File: src/rtl/wb_pkg.sv
// Shared types and constants for the write-back stage.
package wb_pkg;

  // Result-select codes; the codes 100-111 are not named and fall back to the ALU result.
  typedef enum logic [2:0] {
    SEL_ALU = 3'b000,
    SEL_MEM = 3'b001,
    SEL_PC4 = 3'b010,
    SEL_IMM = 3'b011
  } data_sel_e;

  // Load size/sign encodings carried in funct3.
  localparam logic [2:0] F3_LB  = 3'b000;
  localparam logic [2:0] F3_LH  = 3'b001;
  localparam logic [2:0] F3_LW  = 3'b010;
  localparam logic [2:0] F3_LBU = 3'b100;
  localparam logic [2:0] F3_LHU = 3'b101;

  // Stage control state.
  typedef enum logic {
    IDLE      = 1'b0,
    WAIT_LOAD = 1'b1
  } state_e;

endpackage

File: src/rtl/wb_stage_load_align.sv
// Extracts the addressed byte/halfword from a raw load word and extends it to XLEN.
module load_align
  import wb_pkg::*;
#(
  parameter int XLEN = 32
) (
  input  logic [XLEN-1:0] i_rdata,
  input  logic [2:0]      i_funct3,
  input  logic [1:0]      i_addr_lo,
  output logic [XLEN-1:0] o_data
);

  logic signed [7:0]  byte_s;
  logic signed [15:0] half_s;

  // Pick the lane, then sign- or zero-extend by funct3; addr_lo[0] is ignored for halfwords.
  always_comb begin
    byte_s = i_rdata[{i_addr_lo, 3'b000} +: 8];
    half_s = i_rdata[{i_addr_lo[1], 4'b0000} +: 16];
    case (i_funct3)
      F3_LB:   o_data = {{(XLEN-8){byte_s[7]}}, byte_s};
      F3_LH:   o_data = {{(XLEN-16){half_s[15]}}, half_s};
      F3_LBU:  o_data = {{(XLEN-8){1'b0}}, byte_s};
      F3_LHU:  o_data = {{(XLEN-16){1'b0}}, half_s};
      default: o_data = i_rdata;
    endcase
  end

endmodule

File: src/rtl/wb_stage.sv
// Write-back stage: commits one instruction per handshake, stalls on loads until the
// data-memory response arrives, drives the registered register-file write port and
// counts retired instructions.
module wb_stage
  import wb_pkg::*;
#(
  parameter int XLEN  = 32,
  parameter int CNT_W = 64
) (
  input  logic             i_clk,
  input  logic             i_rst,
  input  logic             i_valid,
  output logic             o_ready,
  input  logic             i_reg_write,
  input  logic [4:0]       i_rd_waddr,
  input  logic [2:0]       i_data_sel,
  input  logic [2:0]       i_funct3,
  input  logic [1:0]       i_addr_lo,
  input  logic [XLEN-1:0]  i_alu_result,
  input  logic [XLEN-1:0]  i_pc_plus4,
  input  logic [XLEN-1:0]  i_imm,
  input  logic             i_dmem_rvalid,
  input  logic [XLEN-1:0]  i_dmem_rdata,
  output logic             o_rd_wen,
  output logic [4:0]       o_rd_waddr,
  output logic [XLEN-1:0]  o_rd_wdata,
  output logic             o_retire,
  output logic [CNT_W-1:0] o_instret
);

  state_e            state_q, state_d;
  logic              rd_wen_q, rd_wen_d;
  logic [4:0]        rd_waddr_q, rd_waddr_d;
  logic [XLEN-1:0]   rd_wdata_q, rd_wdata_d;
  logic              retire_q, retire_d;
  logic [CNT_W-1:0]  instret_q, instret_d;

  // Fields of a pending load, held while the memory response is outstanding.
  logic              hold_reg_write_q, hold_reg_write_d;
  logic [4:0]        hold_rd_q, hold_rd_d;
  logic [2:0]        hold_funct3_q, hold_funct3_d;
  logic [1:0]        hold_addr_lo_q, hold_addr_lo_d;

  logic              capture;
  logic              is_load;
  logic              load_done;
  logic [XLEN-1:0]   sel_value;
  logic [XLEN-1:0]   load_data;

  assign o_ready   = (state_q == IDLE);
  assign capture   = i_valid && o_ready;
  assign is_load   = (i_data_sel == SEL_MEM);
  // The response only counts once the load is actually outstanding.
  assign load_done = (state_q == WAIT_LOAD) && i_dmem_rvalid;

  load_align #(
    .XLEN (XLEN)
  ) u_load_align (
    .i_rdata   (i_dmem_rdata),
    .i_funct3  (hold_funct3_q),
    .i_addr_lo (hold_addr_lo_q),
    .o_data    (load_data)
  );

  // Non-load result mux; unnamed select codes fall back to the ALU result.
  always_comb begin
    case (i_data_sel)
      SEL_PC4: sel_value = i_pc_plus4;
      SEL_IMM: sel_value = i_imm;
      default: sel_value = i_alu_result;
    endcase
  end

  // State register and all reset-visible outputs; reset drops any pending load.
  always_ff @(posedge i_clk) begin
    if (!i_rst) begin
      state_q    <= IDLE;
      rd_wen_q   <= 1'b0;
      rd_waddr_q <= '0;
      rd_wdata_q <= '0;
      retire_q   <= 1'b0;
      instret_q  <= '0;
    end else begin
      state_q    <= state_d;
      rd_wen_q   <= rd_wen_d;
      rd_waddr_q <= rd_waddr_d;
      rd_wdata_q <= rd_wdata_d;
      retire_q   <= retire_d;
      instret_q  <= instret_d;
    end
  end

  // Holding register for load fields; pure data, so no reset.
  always_ff @(posedge i_clk) begin
    hold_reg_write_q <= hold_reg_write_d;
    hold_rd_q        <= hold_rd_d;
    hold_funct3_q    <= hold_funct3_d;
    hold_addr_lo_q   <= hold_addr_lo_d;
  end

  // Next state: a captured load waits for its response, everything else stays idle.
  always_comb begin
    state_d = state_q;
    case (state_q)
      IDLE:      if (capture && is_load) state_d = WAIT_LOAD;
      WAIT_LOAD: if (i_dmem_rvalid)      state_d = IDLE;
      default:   state_d = IDLE;
    endcase
  end

  // Latch instruction fields on every handshake.
  always_comb begin
    hold_reg_write_d = hold_reg_write_q;
    hold_rd_d        = hold_rd_q;
    hold_funct3_d    = hold_funct3_q;
    hold_addr_lo_d   = hold_addr_lo_q;
    if (capture) begin
      hold_reg_write_d = i_reg_write;
      hold_rd_d        = i_rd_waddr;
      hold_funct3_d    = i_funct3;
      hold_addr_lo_d   = i_addr_lo;
    end
  end

  // Commit outputs: non-loads commit the cycle after capture, loads the cycle after rvalid.
  always_comb begin
    rd_wen_d   = 1'b0;
    retire_d   = 1'b0;
    rd_waddr_d = rd_waddr_q;
    rd_wdata_d = rd_wdata_q;
    instret_d  = instret_q;
    if (capture && !is_load) begin
      retire_d   = 1'b1;
      rd_wen_d   = i_reg_write && (i_rd_waddr != 5'd0);
      rd_waddr_d = i_rd_waddr;
      rd_wdata_d = sel_value;
    end else if (load_done) begin
      retire_d   = 1'b1;
      rd_wen_d   = hold_reg_write_q && (hold_rd_q != 5'd0);
      rd_waddr_d = hold_rd_q;
      rd_wdata_d = load_data;
    end
    if (retire_d) instret_d = instret_q + CNT_W'(1);
  end

  assign o_rd_wen   = rd_wen_q;
  assign o_rd_waddr = rd_waddr_q;
  assign o_rd_wdata = rd_wdata_q;
  assign o_retire   = retire_q;
  assign o_instret  = instret_q;

endmodule

File: config.mk
export PLATFORM = sky130hd
export DESIGN_NAME = wb_stage
export DESIGN_NICKNAME = d
export VERILOG_FILES = /design/src/rtl/wb_pkg.sv /design/src/rtl/wb_stage_load_align.sv /design/src/rtl/wb_stage.sv
export SDC_FILE = /design/constraint.sdc
export NUM_CORES = 1
export LEC_CHECK = 0
export ABC_AREA = 1
export BUFFER_PORTS_ARGS = -buffer_cell sky130_fd_sc_hd__clkbuf_2
export CAP_MARGIN = 0
export CELL_PAD_IN_SITES_DETAIL_PLACEMENT = 1
export CELL_PAD_IN_SITES_GLOBAL_PLACEMENT = 1
export CORE_ASPECT_RATIO = 0.5
export CORE_UTILIZATION = 35
export CTS_BUF_LIST = sky130_fd_sc_hd__clkbuf_4
export DETAILED_ROUTE_END_ITERATION = 10
export GPL_ROUTABILITY_DRIVEN = 0
export PLACE_DENSITY = 0.87
export RECOVER_POWER = 50
export SLEW_MARGIN = 15
export SYNTH_ARGS = -nofsm -noshare
export SYNTH_HDL_FRONTEND = slang
export SYNTH_SLANG_ARGS = --single-unit
File: constraint.sdc
create_clock -name i_clk -period 1.9 [get_ports i_clk]
set_input_delay 0.475 -clock i_clk [delete_from_list [all_inputs] [get_ports i_clk]]
set_output_delay 0.475 -clock i_clk [all_outputs]
set_load 0.02 [all_outputs]
* Word-level counts from Yosys, hierarchy flattened
Index checks and enable logic that the tools add are counted.
** Word-level totals
- Register bits :: 115
- Bits in latches :: 0
- RAM bits :: 0
- Bits in read-only memories :: 0
- Input bits :: 146
- Output and inout bits :: 104
- Word-level logic and storage cells :: 44
- Memories kept :: 0
** Operators by class
- Add/subtract/negate cells :: 1
- Multipliers :: 0
- Divide/modulo/power cells :: 0
- Magnitude comparators :: 0
- Equal/unequal tests :: 6
- Shift operators :: 2
- Muxes and demuxes :: 13
- Bitwise logic cells :: 1
- Reductions and logical operators :: 11
** Operator list (number)
- 32-bit case mux with 4 select lines :: 1
- 64-bit by 1-bit adder with 64-bit output, second input constant :: 1
- 32-bit 2-to-1 mux :: 2
- 32-bit case mux with 2 select lines :: 1
- 32-bit by 6-bit indexed part select with 16-bit output :: 1
- 32-bit by 6-bit indexed part select with 8-bit output :: 1
- 5-bit 2-to-1 mux :: 2
- 5-bit nonzero test :: 2
- 3-bit by 1-bit equality test with 1-bit output, second input constant :: 2
- 3-bit by 2-bit equality test with 1-bit output, second input constant :: 2
- 3-bit equality test, second input constant :: 2
- 1-bit logical AND :: 6
- 1-bit 2-to-1 mux :: 6
- 3-bit logical NOT :: 1
- 1-bit case mux with 2 select lines :: 1
- 2-bit nonzero test :: 1
- 1-bit logical NOT :: 1
- 1-bit inverter :: 1

* Longest topological paths before layout
Gate-level depths: netlist of the first run.
- Depth after elaboration :: 5
- Gate-level depth with buffers :: 12

* Cells and area by module
From an unflattened synthesis of the first run, not the netlist that was laid out.
** Second synthesis, totals
- Cell total of the unflattened synthesis :: 1147
- Area total of the unflattened synthesis :: 7125.6 sq um
** By module, submodules not included
- wb_stage :: instances 1, cells each 945, area each 6193.4 sq um, sequential area each 2412.3 sq um
- load_align :: instances 1, cells each 202, area each 932.1 sq um, sequential area each 0.0 sq um

* Worst setup path after synthesis of the first run
OpenSTA, ideal clock, no wires.
- Path kind :: register -> register
- From :: register instret_q[0], in the netlist o_instret[0]
- To :: register instret_q[36], in the netlist o_instret[36]
- Arrival :: 1666 ps
- Required time :: 1784 ps
- Path slack :: 118 ps
- Cell stages (with the launch flop) :: 11
- Buffers on the path :: 0
- Clock period less this slack :: 1782 ps
- Path through :: dfxtp_1 > ha_1 > inv_1 > nor2_2 > nand2_1 > nor2_2 > nand3_1 > nor2_4 > nand2_1 > o21ai_0 > nor2_1
** On the way
- Word-level cells in the longest chain between the ends :: 1
** RTL lines
- start: declaration :: line wb_stage.sv:36 : logic [CNT_W-1:0] instret_q, instret_d;
- start signal: assignment :: line wb_stage.sv:89 : instret_q <= instret_d;
- 64-bit by 1-bit adder with 64-bit output :: line wb_stage.sv:143 : if (retire_d) instret_d = instret_q + CNT_W'(1);
No other way between the ends.
A chain may end at the register's enable or synchronous reset.

* Final worst setup path of the first run
- From :: register instret_q[45], in the netlist o_instret[45]
- To :: output o_instret[45]
** RTL lines
- end: declaration :: line wb_stage.sv:28 : output logic [CNT_W-1:0] o_instret
No word-level cell between the ends.

==> results.yml, run 1 <==
timing:
  maxSlewViolCount: 0
  post-route-period-util: 0.9605
  worst_pin_slew_ns: 0.8267
  timing.fmax_ghz: 0.5479
  hold_viol_final: 0
  finalCriticalPeriod_ns: 1.825
  fin_hold_ws_ns: 0.07216
  setup_violations: 0
  clock-skew-final_ns: 0.02223
  relSlewSlack: 0.4489
yosys:
  seq_area_frac_synth: 0.3377
  yosys-top-cells-area: "dfxtp_1 (29%), nand2_1 (18%), nor2_1 (9.6%), a21oi_1 (8.1%), inv_1 (5.5%)"
  avgSynthCellArea_um2: 6.201
  synth_seq_cells: 115
  synth_nets: 1299
  synth.distinct_cells: 41
  synth-edff-count: 11
  async_flop_share: 0
  synth_largest_area_cell: "dfxtp_1"
  syn_inst: 1152
  yosysMostFrequentCell: "nand2_1"
  synth.cell_area_um2: 7143
  synthFlopType: "dfxtp_1"
  yosysWarnings: 0
  netlist.area_leader.share: 0.2915
  synth_common_cells: "nand2_1 (347), nor2_1 (183), a21oi_1 (116)"
finish:
  fill_cells: 2788
  n_antenna_cell: 0
  synthToLayoutAreaGrowth_pct: 29.37
  final_cell_area_um2: 9241
  multi_input_area_um2: 4209
  final-seq-area_um2: 2424
  nets: 1578
  layout-drive-gt1-share: 0.2258
setup_path:
  worstPathArrival_ns: 1.35
  cp_slowest_stage_delay_ns: 0.54
  cp_top_family: "flip-flops"
  cp-start-kind: "register"
  path_buf_inv: 1
  r2r-end: "o_instret[55]"
  rrSetupSlack_ns: 0.11
  worstPathRequired_ns: 1.42
  reg2reg_from: "o_instret[11]"
  worst_setup_path_end_kind: "output port"
  crit_path_max_fanout: 7
  worstRegToRegCells: 9
  critical_path_class: "register to output port"
  critPathSlowestCell: "dfxtp_1"
  crit_chain: "clkbuf_2"
global_route:
  grt_pass1_vias: 9272
  grt_first_pass_wirelength_um: 47030
  overflow: 0
  grt_max_degree: 42
  grt_usage: 0.2881
  antenna_found_initial: 1
detailed_routing:
  finalWirelength_um: 29900
  ant_nets: 0
  dr.pass1.iters: 5
  avgViaCountPerCell: 5.256
  wl_per_cell_um: 17.48
  initialDrtViolationCount: 293
  vias: 8987
  drc: 0
floorplanning:
  dieHeight_um: 103.0
  rows: 36
  core-area_um2: 19730
  start_util: 0.3621
  dieArea_um2: 21020
  ios: 250
  die_x_um: 204.0
clock_network:
  cts_tree: "built"
  cts_sinks: 115
  cts-hold-fix-buffers: 0
  clk_pin_slew_ns: 0.12
  htreeDepth: 4
  cts_buffer_depth: 2
  clockRootBuffer: "clkbuf_4"
  clock_latency_ns: 0.58
  cts_inserted_buffers: 17
flow_run:
  cap_violations: 0
pwr:
  power_mw: 5.395
  pwr_density_cell_nw_per_um2: 583.8
  power.leakage_nw: 3.912
  ir_drop_uv: 339.8
worst_hold_path:
  hold_class: "input pin to register"
  hold_depth: 1
  holdPathEnd: "hold_funct3_q[2]"
  min_from: "i_funct3[2]"
placed_design:
  hpwl_um: 23550
  post_dp_cell_area_um2: 8926
  portBuffers: 249
outcome:
  status: "completed"
kinds of logic after synthesis:
kind of cell / after synthesis / synth area share
xor+xnor: 5 / 0.006132
simple gates: 650 / 0.3875
flops: 115 / 0.3377
fa+ha+maj: 1 / 0.001751
buf+inv: 154 / 0.08793
compound gates: 227 / 0.1790
through the flow:
step / worst slack (ns) / util / setup TNS [ns] / instances
after floorplan: 0.1183 / - / 0 / 1152
after global placement: 0.06357 / 0.4524 / 0 / 1672
after detailed placement: -0.008592 / 0.4524 / -0.008592 / 1672
after CTS: 0.04408 / 0.4657 / 0 / 1704
after global routing: -0.02738 / 0.4684 / -0.02738 / 1710
final: 0.07497 / 0.4684 / 0 / 1710
repair_timing:
action	4_1_cts	5_1_grt
endpoints found under the setup margin	2	42
endpoints found under the hold margin	0	0
gates cloned	0	1
buffers inserted	0	5
pin swaps	0	9
resized for setup	2	40
power by group:
group          internal, mW  leakage [nW]  total [mW]  switching, mW
combinational         0.349          2.81       0.966          0.617
clock                 0.782         0.147        1.84           1.05
sequential             2.53         0.957        2.59         0.0572
total                  3.67          3.91        5.39           1.73
cells in the final DEF, fill, tap and decap left out, types with 7 or more instances in the layout:
cell,count
nor2_4,18
a22oi_1,22
o21ai_0,45
a21oi_1,116
nor2_1,167
o211ai_1,7
dfxtp_1,95
nand3_1,41
buf_4,44
inv_1,104
nor3_1,24
dfxtp_2,9
clkbuf_2,184
o21ai_1,7
clkbuf_1,69
a31oi_1,15
nand2_1,346
clkbuf_4,19
nand4_1,17
nor2_2,14
edfxtp_1,11
area by class of cell:
type | instances | area share
multi-input cells | 884 | 0.4555
flip-flops and latches | 115 | 0.2623
repair buffers | 302 | 0.1733
inverters | 111 | 0.04509
well taps | 266 | 0.03601
clock buffers | 19 | 0.01543
clock inverters | 13 | 0.01246
per-layer routing:
| layer | routed length [µm] | up-vias | track usage |
|---|---|---|---|
| met5 | 12 | - | 0 |
| met4 | 861 | 2 | 0.1096 |
| met3 | 1595 | 64 | 0.05879 |
| met2 | 14830 | 278 | 0.5275 |
| met1 | 12600 | 4325 | 0.3363 |
| li1 | - | 4318 | - |
flip-flops by register name, summed over array words and instances (netlist names):
name and flops:
o_rd_wdata 32, hold_reg_write_q 1, o_retire 1, o_rd_wen 1, hold_rd_q 5, hold_addr_lo_q 2, hold_funct3_q 3, o_instret 64
state_q 1, o_rd_waddr 5
worst max path at each step:
stage	startpoint	endpoint	slack, ns	depth (start not counted)
after floorplan	o_instret[0]	o_instret[36]	0.12	10
after global placement	i_data_sel[2]	o_rd_wdata[8]	0.06	10
after detailed placement	i_data_sel[2]	o_rd_wdata[12]	-0.009	10
after CTS	o_instret[0]	o_instret[56]	0.04	10
after global routing	o_instret[22]	o_instret[62]	-0.03	10
final	o_instret[45]	o_instret[45]	0.07	1
No activity file was read; power rests on OpenSTA's default activity.
==> run 2, diff against run 1 <==
--- a/config.mk
+++ b/config.mk
@@ -11,6 +11,7 @@
 export CELL_PAD_IN_SITES_DETAIL_PLACEMENT = 1
 export CELL_PAD_IN_SITES_GLOBAL_PLACEMENT = 1
 export CORE_ASPECT_RATIO = 0.5
+export CORE_MARGIN = 1
 export CORE_UTILIZATION = 35
 export CTS_BUF_LIST = sky130_fd_sc_hd__clkbuf_4
 export DETAILED_ROUTE_END_ITERATION = 10
==> constraint.sdc (replaced) <==
create_clock -name i_clk -period 1.8 [get_ports i_clk]
set_input_delay 0 -clock i_clk [delete_from_list [all_inputs] [get_ports i_clk]]
set_output_delay 0 -clock i_clk [all_outputs]
set_load 0.02 [all_outputs]
==> run 2 against run 1 <==
Effect of this change: sequential power is 7% higher; clock power up 43%; sequential cell count unchanged; global-route usage up 8.1 points; clock skew is 0.020 ns higher; design area up 21%; die area is the same; the run now ends with negative setup slack left; sequential share of layout area down 4.5 points; largest power group unchanged; critical path type is now register to register.
==> results.yml, run 2 (synthesis results as in run 1) <==
outcome:
  status: "complete, but fails checks"
  violations: "negative setup slack"
placed_design:
  portBuffers: 249
  post-place-ws_ns: -0.04664
  hpwl_um: 23360
  post-place-cells: 1679
finish:
  layout_common_cells: "nand2_1 (317), clkbuf_2 (197), nor2_1 (149), dlygate4sd3_1 (133), a21oi_1 (113)"
  multi_input_area_um2: 4397
  layout-drive-gt1-share: 0.2754
  fill_cells: 2641
  synthToLayoutAreaGrowth_pct: 57.02
  layout_commonest_cell: "nand2_1"
  instances_no_fill: 1878
  utilization: 0.5685
  nets: 1739
  final-seq-area_um2: 2439
  largest_reg_flops: 64
floorplanning:
  rows: 36
  die_x_um: 204.0
  dieArea_um2: 21020
  dieHeight_um: 103.0
  core-area_um2: 19730
  ios: 250
  start_util: 0.3621
clock_network:
  cts_sinks: 115
  cts_buffer_depth: 2
  htreeDepth: 4
  cts_tree: "built"
  clockRootBuffer: "clkbuf_4"
  clk_pin_slew_ns: 0.13
  clock_latency_ns: 0.60
  cts_inserted_buffers: 17
setup_path:
  crit_path_start: "hold_addr_lo_q[1]"
  critPathSlowestCell: "edfxtp_1"
  worstPathRequired_ns: 2.19
  cp_slowest_stage_delay_ns: 0.60
  worst_setup_path_end_kind: "register"
  critical_path_class: "register to register"
  reg2reg_from: "hold_addr_lo_q[1]"
  path_buf_inv: 2
  cp-start-kind: "register"
  cp_top_family: "compound AO/OA/AOI/OAI gates"
  crit_path_max_fanout: 7
  crit_chain: "buf_4 > a21oi_1 > buf_4 > nor3_1 > o211ai_1 > a31oi_1"
  worst_path_most_repeated_cell: "buf_4"
  worstPathArrival_ns: 2.74
pwr:
  ir_drop_uv: 429.5
  power_mw: 7.007
  power.leakage_nw: 4.747
  pwr_density_cell_nw_per_um2: 624.8
worst_hold_path:
  min_from: "i_data_sel[2]"
  hold_class: "input pin to register"
detailed_routing:
  finalWirelength_um: 45990
  wl_per_cell_um: 24.49
  ant_nets: 0
  dr.pass1.iters: 6
  vias: 11120
  drc: 0
  avgViaCountPerCell: 5.920
  initialDrtViolationCount: 1104
timing:
  worst_pin_slew_ns: 0.8624
  finalCriticalPeriod_ns: 2.344
  hold_viol_final: 0
  maxSlewViolCount: 0
  finalWorstSetupSlack_ns: -0.5445
  timing.fmax_ghz: 0.4265
  post-route-period-util: 1.302
  grt_setup_unrepaired: "yes"
  relSlewSlack: 0.4251
  clock-skew-final_ns: 0.04203
  fin_hold_ws_ns: 0.09051
  setup_violations: 34
flow_run:
  cap_violations: 0
global_route:
  antenna_found_initial: 5
  grt_pass1_vias: 10980
  overflow: 0
  grt_usage: 0.3692
  grt_first_pass_wirelength_um: 59250
  grt_max_degree: 42
[run 2: cell types whose count changed in the layout (fill, tap and decap cells not counted), sizes merged]
| cell | change |
|---|---|
| bufinv | +4 |
| buf | +29 |
| clkbuf | -3 |
| inv | -2 |
| clkinvlp | +2 |
| dlygate4sd3 | +133 |
| clkinv | -2 |
| diode | +7 |
[run 2: metal layers]
metal / part of all wire / global-route usage / vias up
met5: 0.0013 / 0 / -
met4: 0.083 / 0.2423 / 4
met3: 0.11 / 0.1078 / 366
met2: 0.45 / 0.6562 / 885
met1: 0.35 / 0.3915 / 5204
li1: - / - / 4659
[run 2: tightest hold or removal path, stage by stage]
cell and delay (ns):
clkbuf_2 0.12, inv_1 0.12, nand2_4 0.09, nand2_1 0.07, a31o_1 0.15, a31oi_1 0.08
[run 2: cell type report]
type / instances / area share
Multi-Input combinational cell: 884 / 0.3920
Clock inverter: 15 / 0.02108
Timing Repair Buffer: 463 / 0.2887
Inverter: 111 / 0.03815
Clock buffer: 17 / 0.01138
Sequential cell: 115 / 0.2174
Tap cell: 266 / 0.02967
Antenna cell: 7 / 0.001562
[run 2: stage by stage]
step,instance area [µm²],setup TNS [ns]
after floorplan,7143,0
after global placement,8954,0
after detailed placement,8954,-0.1130
after CTS,10690,-0.003972
after global routing,11210,-5.339
final,11220,-4.531
[run 2: where the power goes]
part	leakage, nW	total (mW)	internal (mW)	switching [mW]
logic	3.60	1.61	0.623	0.988
clock network	0.187	2.63	1.37	1.26
registers	0.962	2.77	2.68	0.0875
[run 2: final timing paths]
path	endpoint	slack, ns	cells after the start
setup / recovery	o_rd_wdata[0]	-0.54	6
hold / removal	o_rd_wdata[7]	0.09	6
setup reg to reg	o_rd_wdata[0]	-0.54	6
hold reg to reg	o_rd_waddr[0]	0.49	2
[run 2: what timing repair did]
action,4_1_cts,5_1_grt
buffers inserted,0,22
gates resized for setup,10,129
pin swaps,4,22
gates cloned,1,4
hold buffers,132,2
hold endpoints to repair,104,1
endpoints found under the setup margin,9,72
